===== src/rtl/mem_responder.sv =====
// Responder side of the CPU memory port: request/ready handshake with programmable
// wait states in front of a unified RAM plus a small LED / cycle-counter I/O region.
module mem_responder #(
   parameter int          ADDR_WIDTH  = 6,
   parameter int          WAIT_CYCLES = 2,
   parameter logic [31:0] IO_LED_ADDR = 32'h0000_FF00,
   parameter logic [31:0] IO_CNT_ADDR = 32'h0000_FF04,
   parameter string       MEM_FILE    = ""
) (
   input  logic        clk,
   input  logic        reset_n,
   input  logic        memreq,
   input  logic        memwrite,
   input  logic [31:0] adr,
   input  logic [31:0] writedata,
   output logic [31:0] readdata,
   output logic        memready,
   output logic [7:0]  led,
   output logic        addr_err
);

   localparam int DEPTH = 2 ** ADDR_WIDTH;

   localparam logic [1:0] ST_IDLE = 2'd0;
   localparam logic [1:0] ST_BUSY = 2'd1;
   localparam logic [1:0] ST_RESP = 2'd2;

   localparam logic [1:0] DEC_RAM = 2'd0;
   localparam logic [1:0] DEC_LED = 2'd1;
   localparam logic [1:0] DEC_CNT = 2'd2;
   localparam logic [1:0] DEC_ERR = 2'd3;

   // Alignment is checked before the I/O match so a misaligned I/O address is an error.
   function automatic logic [1:0] decode(input logic [31:0] a);
      logic [1:0] d;
      if (a[1:0] != 2'b00) begin
         d = DEC_ERR;
      end else if (a == IO_LED_ADDR) begin
         d = DEC_LED;
      end else if (a == IO_CNT_ADDR) begin
         d = DEC_CNT;
      end else if ((a >> (ADDR_WIDTH + 2)) == 32'd0) begin
         d = DEC_RAM;
      end else begin
         d = DEC_ERR;
      end
      return d;
   endfunction

   logic [1:0]            state_r;
   logic [1:0]            state_nx_s;
   logic [3:0]            wcnt_r;
   logic [31:0]           adr_r;
   logic [31:0]           wdata_r;
   logic                  we_r;
   logic [31:0]           readdata_r;
   logic                  memready_r;
   logic [7:0]            led_r;
   logic [31:0]           cnt_r;
   logic                  addr_err_r;
   logic [31:0]           mem_r [DEPTH];
   logic [1:0]            dec_s;
   logic [ADDR_WIDTH-1:0] widx_s;
   logic                  commit_s;
   logic                  accept_s;

   assign accept_s = (state_r == ST_IDLE) && memreq;
   assign commit_s = (state_r == ST_BUSY) && (wcnt_r == 4'd0);
   assign dec_s    = decode(adr_r);
   assign widx_s   = adr_r[ADDR_WIDTH+1:2];

   assign readdata = readdata_r;
   assign memready = memready_r;
   assign led      = led_r;
   assign addr_err = addr_err_r;

   // Next-state logic of the IDLE/BUSY/RESP handshake FSM.
   always_comb begin
      state_nx_s = state_r;
      case (state_r)
         ST_IDLE: begin
            if (memreq) state_nx_s = ST_BUSY;
            else        state_nx_s = ST_IDLE;
         end
         ST_BUSY: begin
            if (wcnt_r == 4'd0) state_nx_s = ST_RESP;
            else                state_nx_s = ST_BUSY;
         end
         ST_RESP: state_nx_s = ST_IDLE;
         default: state_nx_s = ST_IDLE;
      endcase
   end

   // State register, wait counter and request capture.
   always_ff @(posedge clk or negedge reset_n) begin
      if (!reset_n) begin
         state_r <= ST_IDLE;
         wcnt_r  <= 4'd0;
         adr_r   <= 32'd0;
         wdata_r <= 32'd0;
         we_r    <= 1'b0;
      end else begin
         state_r <= state_nx_s;
         if (accept_s) begin
            wcnt_r  <= 4'(WAIT_CYCLES);
            adr_r   <= adr;
            wdata_r <= writedata;
            we_r    <= memwrite;
         end else if ((state_r == ST_BUSY) && (wcnt_r != 4'd0)) begin
            wcnt_r <= wcnt_r - 4'd1;
         end else begin
            wcnt_r <= wcnt_r;
         end
      end
   end

   // Access effects land on the RESP-entry edge; the counter runs every cycle otherwise.
   always_ff @(posedge clk or negedge reset_n) begin
      if (!reset_n) begin
         readdata_r <= 32'd0;
         memready_r <= 1'b0;
         led_r      <= 8'd0;
         cnt_r      <= 32'd0;
         addr_err_r <= 1'b0;
      end else begin
         memready_r <= commit_s;
         if (commit_s && we_r && (dec_s == DEC_CNT)) cnt_r <= wdata_r;
         else                                        cnt_r <= cnt_r + 32'd1;
         if (commit_s) begin
            case (dec_s)
               DEC_RAM: begin
                  if (!we_r) readdata_r <= mem_r[widx_s];
               end
               DEC_LED: begin
                  if (we_r) led_r      <= wdata_r[7:0];
                  else      readdata_r <= {24'd0, led_r};
               end
               DEC_CNT: begin
                  if (!we_r) readdata_r <= cnt_r;
               end
               DEC_ERR: begin
                  readdata_r <= 32'd0;
                  addr_err_r <= 1'b1;
               end
               default: begin
                  readdata_r <= 32'd0;
                  addr_err_r <= 1'b1;
               end
            endcase
         end
      end
   end

   // Storage array; contents deliberately survive reset.
   always_ff @(posedge clk) begin
      if (commit_s && we_r && (dec_s == DEC_RAM)) begin
         mem_r[widx_s] <= wdata_r;
      end
   end

endmodule

===== config.mk =====
export PLATFORM = sky130hd
export DESIGN_NAME = mem_responder
export DESIGN_NICKNAME = d
export VERILOG_FILES = /design/src/rtl/mem_responder.sv
export SDC_FILE = /design/constraint.sdc
export NUM_CORES = 2
export LEC_CHECK = 0
export CAP_MARGIN = 20
export CORE_MARGIN = 2
export CORE_UTILIZATION = 55
export DETAILED_ROUTE_END_ITERATION = 10
export HOLD_SLACK_MARGIN = 0.12
export PLACE_DENSITY = 0.72
export RECOVER_POWER = 25
export SYNTH_ARGS = -nofsm -noshare
export SYNTH_HDL_FRONTEND = slang
export SYNTH_SLANG_ARGS = --single-unit

===== constraint.sdc =====
create_clock -name clk -period 3.65 [get_ports clk]
set_input_delay 0.365 -clock clk [delete_from_list [all_inputs] [get_ports clk]]
set_output_delay 0.365 -clock clk [all_outputs]
set_load 0.005 [all_outputs]

; Word-level counts from Yosys, hierarchy flattened
; Memories as Yosys holds them, arrays and structs flattened.
; Cells that the tools add are included.
[word_totals]
regBits = 145
latch_bits = 0
ram_bits = 2048
mem_bits_ro = 0
inputBits = 68
wordCells = 54
n_memories = 1
[op_classes]
n_addsub = 2
multipliers = 0
n_div = 0
order_cmp = 0
n_eq_ne = 9
n_shift = 0
mux = 16
n_bitwise = 0
n_reduce_logical = 16
[memory_table]
columns = memory, depth, word_bits, rd, rd_clocked_by_memory_dff, write_ports, line
row1 = mem_r, 64, 32, 1, 0, 1, 61  ; logic [31:0] mem_r [DEPTH];
[ops]
columns = operator, count
row1 = $mux 32, 4
row2 = $pmux 32 s4, 1
row3 = $eq 32x16->1 const B, 2
row4 = $add 32x1->32 const B, 1
row5 = $logic_not 32->1, 1
row6 = $mux 2, 5
row7 = $mux 4, 2
row8 = $logic_and 1x1->1, 6
row9 = $ne 2x2->1 const B, 3
row10 = $eq 2x1->1 const B, 2
row11 = $eq 2x2->1 const B, 2
row12 = $logic_not 2->1, 2
row13 = $logic_not 4->1, 1
row14 = $pmux 2 s2, 1
row15 = $reduce_and 4->1, 1
row16 = $reduce_bool 2->1, 2
row17 = $reduce_bool 4->1, 1
row18 = $sub 4x1->4 const B, 1
row19 = $mux 1, 3
row20 = $reduce_and 3->1, 1
row21 = $reduce_and 2->1, 1

; Depth between registers and ports, before layout
[logic_depth]
depth_word = 9
ltp_mapped = 12
depth_no_buf = 9

; Worst setup path before layout
; OpenSTA, ideal clock, no wires.
[synth_path]
path_kind = register to register
from = register adr_r[2]
to = memory mem_r[38][0] (enable)
setup_time_ps = 421
arrival_ps = 3441
required_ps = 3229
slack_ps = -212
path_stages_with_launch = 10
synth_period_minus_slack_ps = 3862
path_cell_list = dfrtp_1 > buf_4 > buf_4 > buf_4 > buf_2 > buf_2 > buf_2 > nor3_1 > nand2_1 > nor2_1
[synth_between]
elab_chain_cells = 8
[synth_rtl]
columns = element, line
row1 = start: declaration, 53  ; logic [31:0] adr_r;
row2 = start signal: assignment, 106  ; adr_r <= adr;
row3 = $eq 32x16->1, 40  ; end else if (a == IO_CNT_ADDR) begin
row4 = $mux 2, 40
row5 = $mux 2, 38  ; end else if (a == IO_LED_ADDR) begin
row6 = $mux 2, 36  ; if (a[1:0] != 2'b00) begin
row7 = $logic_not 2->1, 156  ; if (commit_s && we_r && (dec_s == DEC_RAM)) begin
row8 = $logic_and 1x1->1, 156
row9 = $mux 1, 156
row10 = $mux 1 (implied by the code), 157  ; mem_r[widx_s] <= wdata_r;
row11 = end: declaration, 61
; Several ways; a longest one is shown, not always the timed one.

; Worst setup path in the final report
[layout_path]
from = register adr_r[2]
to = register readdata_r[20], in the netlist readdata[20]
[layout_between]
elab_chain_cells = 7
[layout_rtl]
columns = element, line
row1 = $eq 32x16->1, 40
row2 = $mux 2, 40
row3 = $mux 2, 38
row4 = $mux 2, 36
row5 = "$eq 2x1->1, or another cell as far along", 130  ; case (dec_s)
row6 = $ne 2x2->1 (no source line), --
row7 = $reduce_and 4->1 (no source line), --
row8 = end signal: assignment, 132  ; if (!we_r) readdata_r <= mem_r[widx_s];
row9 = end signal: assignment, 136  ; else readdata_r <= {24'd0, led_r};
row10 = end signal: assignment, 139  ; if (!we_r) readdata_r <= cnt_r;
row11 = end: declaration, 56  ; logic [31:0] readdata_r;
; Several ways; a longest one is shown, not always the timed one. The select of a mux whose other input is x is not followed.
; A chain may end at the register's enable or synchronous reset.

==> results.json <==
{
  "final_nets": 4478,
  "fmax_mhz": 272,
  "yosys.area.top_type": "edfxtp_1",
  "fin_skew_ns": 0.0319,
  "syn-instance-count": 3914,
  "start_util_pct": 55.5,
  "hp-start": "writedata[6]",
  "p_int_mw": 53.1,
  "cts_buffers": 207,
  "grt_max_degree": 102,
  "cts_root_buf": "clkbuf_16",
  "synth_warnings": 0,
  "fin_ws_ns": -0.0201,
  "required_ns": 4.37,
  "min_period_over_period_pct": 101,
  "hpwl_mm": 143,
  "wl_per_cell_um": 35.4,
  "first_iter_violations": 7040,
  "yosysTopAreaCellShare_pct": 72.8,
  "switching_share_pct": 33.0,
  "dr.pass1.iters": 10,
  "combPwrFrac_pct": 29.3,
  "clock_latency_ns": 0.84,
  "vias": 44000,
  "synthesis.area_mm2": 0.0845,
  "postSynthNetCount": 3984,
  "synth_area_leaders": "edfxtp_1, mux4_2, dfrtp_1",
  "hold_class": "primary input to register",
  "critPathCaptureType": "register",
  "maxSlewViolCount": 972,
  "path_class": "register to register",
  "rows": 143,
  "core_region_area_mm2": 0.152,
  "max_cap_viol_count": 23,
  "p_switching_mw": 26.1,
  "die-area_mm2": 0.157,
  "tightest_slew_ns": 2.68,
  "wl_mm": 234,
  "drtAntennaViolNets": 0,
  "async_flop_share_pct": 6.57,
  "outcome": "finished with violations",
  "clkPwrFrac_pct": 27.1,
  "io_pins": 110,
  "setup_tns_ns": -0.108,
  "synth-seq-cells": 2192,
  "vias_per_cell": 6.66,
  "slew_headroom_pct": -78.5,
  "synth_edf_count": 2048,
  "drc_errors": 0,
  "r2r-start": "adr_r[2]",
  "ir_drop_v": 0.000636,
  "antenna_found_initial": 14,
  "grt_pass1_vias": 43900,
  "syn2layout_area_growth_pct": 16.7,
  "arrival_ns": 4.40,
  "finalSetupViolations": 13,
  "finalHoldViolCount": 0,
  "crit_start": "adr_r[2]",
  "clk_pin_slew_ns": 0.06,
  "drive_above_1_share_pct": 28.6,
  "ys.flop_type": "edfxtp_1",
  "die-width_um": 396,
  "cts_buffer_depth": 3,
  "yosysSeqAreaShare_pct": 77.1,
  "period_needed_ns": 3.67,
  "avgSynthCellArea_um2": 21.6,
  "worstPathMaxFanout": 24,
  "synthTopCellsByCount": "edfxtp_1, mux4_2, mux2i_1, dfrtp_1, nor2_1",
  "grt_pass1_wl_mm": 331,
  "leakagePower_nw": 32.1,
  "grt-ovfl-total": 0,
  "p_per_area_mw_per_mm2": 804,
  "tritoncts": "yes",
  "grt.total_usage_pct": 30.2,
  "synth_cell_types": 69,
  "rsz0062_at_grt": "no",
  "cts_num_sinks": 2192,
  "p_seq_share_pct": 43.6,
  "violations": "capacitance limit, slew limit, setup timing",
  "gp_congestion": 1.01,
  "io_buffers": 109,
  "dieHeight_um": 396,
  "holdWs_ns": 0.170,
  "cts_setup_buffers": 0,
  "ctsHtreeMaxLevel": 4,
  "worst_setup_path_start_kind": "register",
  "yosysMostFrequentCell": "edfxtp_1"
}
## sequential cells by signal, summed over array words and instances, names as in the netlist
name and cells:
addr_err 1, mem_r 2048, wdata_r 32, state_r 1, memready 1, cnt_r 32, we_r 1, adr_r 32
led 8, readdata 32, wcnt_r 4
## logic make-up (layout without fill, tap and decap cells)
logic type               Yosys count  in the layout  synth area share, %
AO/OA/AOI/OAI                    323            323                 2.59
XOR/XNOR                          33             33                0.342
adder cells (fa/ha/maj)            2              2               0.0296
buffers and inverters            222            890                 1.17
flip-flops                      2192           2192                 77.1
multiplexers                     769            769                 16.7
other                              0              2                    0
AND/OR/NAND/NOR                  373            373                 2.09
## repair_timing
action                                  in CTS  in global routing
gates resized for setup                      2                  1
endpoints found under the setup margin       2                  1
endpoints found under the hold margin      140                  0
cloned                                       0                  0
hold buffers                                43                  0
## worst paths after layout
kind | depth (start not counted) | to | slack [ns]
setup reg to reg | 9 | readdata[20] | -0.02
hold reg to reg | 1 | addr_err | 0.49
hold / removal | 2 | wdata_r[6] | 0.17
max in group asynchronous | 2 | adr_r[2] | 0.80
setup / recovery | 9 | readdata[20] | -0.02
min in group asynchronous | 2 | adr_r[20] | 0.90
## layout make-up
type | instances | area (um2)
Sequential cell | 2192 | 65100
Fill cell | 9621 | 53700
Multi-Input combinational cell | 1500 | 18900
Clock buffer | 260 | 5490
Timing Repair Buffer | 495 | 5160
Tap cell | 2030 | 2540
Clock inverter | 123 | 1290
Inverter | 12 | 53.8
Antenna cell | 2 | 5.00
## routing by layer
metal	routed length, um	track usage, %
met3	28700	8.01
met5	57	0
met1	84700	41.3
met4	11800	13.6
met2	109000	46.1
## power groups by stage
stage                     registers (mW)  clock network (mW)  logic [mW]
final                               34.6                21.5        23.2
after global routing                34.6                22.6        23.8
after CTS                           35.0                21.7        22.2
after detailed placement            35.5                   0        22.0
after global placement              35.3                   0        21.8
after floorplan                     34.0                   0        12.1
## placed cells by master, fill, tap and decap left out, drive strengths merged, types with 6 or more instances in the layout
master and n:
clkdlybuf4s50 108, clkbuf 278, a221o 10, xnor2 21
bufinv 23, and2 12, nand3 26, o211ai 10
nand4 22, edfxtp 2048, nor2 133, a221oi 20
clkinv 85, and3 9, mux2i 185, nand2b 7
nor3 23, o21ai 35, nor2b 17, a22o 6
a22oi 34, nor4 16, dfrtp 144, mux4 505
a211oi 10, a21oi 79, xor2 12, nand2 85
dlygate4sd3 43, inv 17, clkinvlp 10, buf 326
o22ai 63, a31oi 6, mux2 79
## metrics by stage
step | power [mW] | utilization [%] | setup slack [ns] | instances | area [um2]
after CTS | 78.9 | 64.8 | 0.0253 | 6604 | 98600
after floorplan | 46.1 | - | -0.212 | 3914 | 84500
after global placement | 57.1 | 60.0 | -0.144 | 6178 | 91400
final | 79.2 | 64.7 | -0.0201 | 6614 | 98600
after global routing | 81.0 | 64.7 | 0.0319 | 6612 | 98600
after detailed placement | 57.5 | 60.0 | -0.166 | 6178 | 91400
## critical path, cell delays in order (launching register included)
cell and delay, ns:
dfrtp_4 0.75, buf_12 0.30, buf_4 0.21, mux4_2 0.55
mux2i_1 0.54, o22ai_1 0.17, nor2_1 0.55, buf_4 0.23
a31o_2 0.15, nand2_1 0.05
No activity file was read; power rests on OpenSTA's default activity.
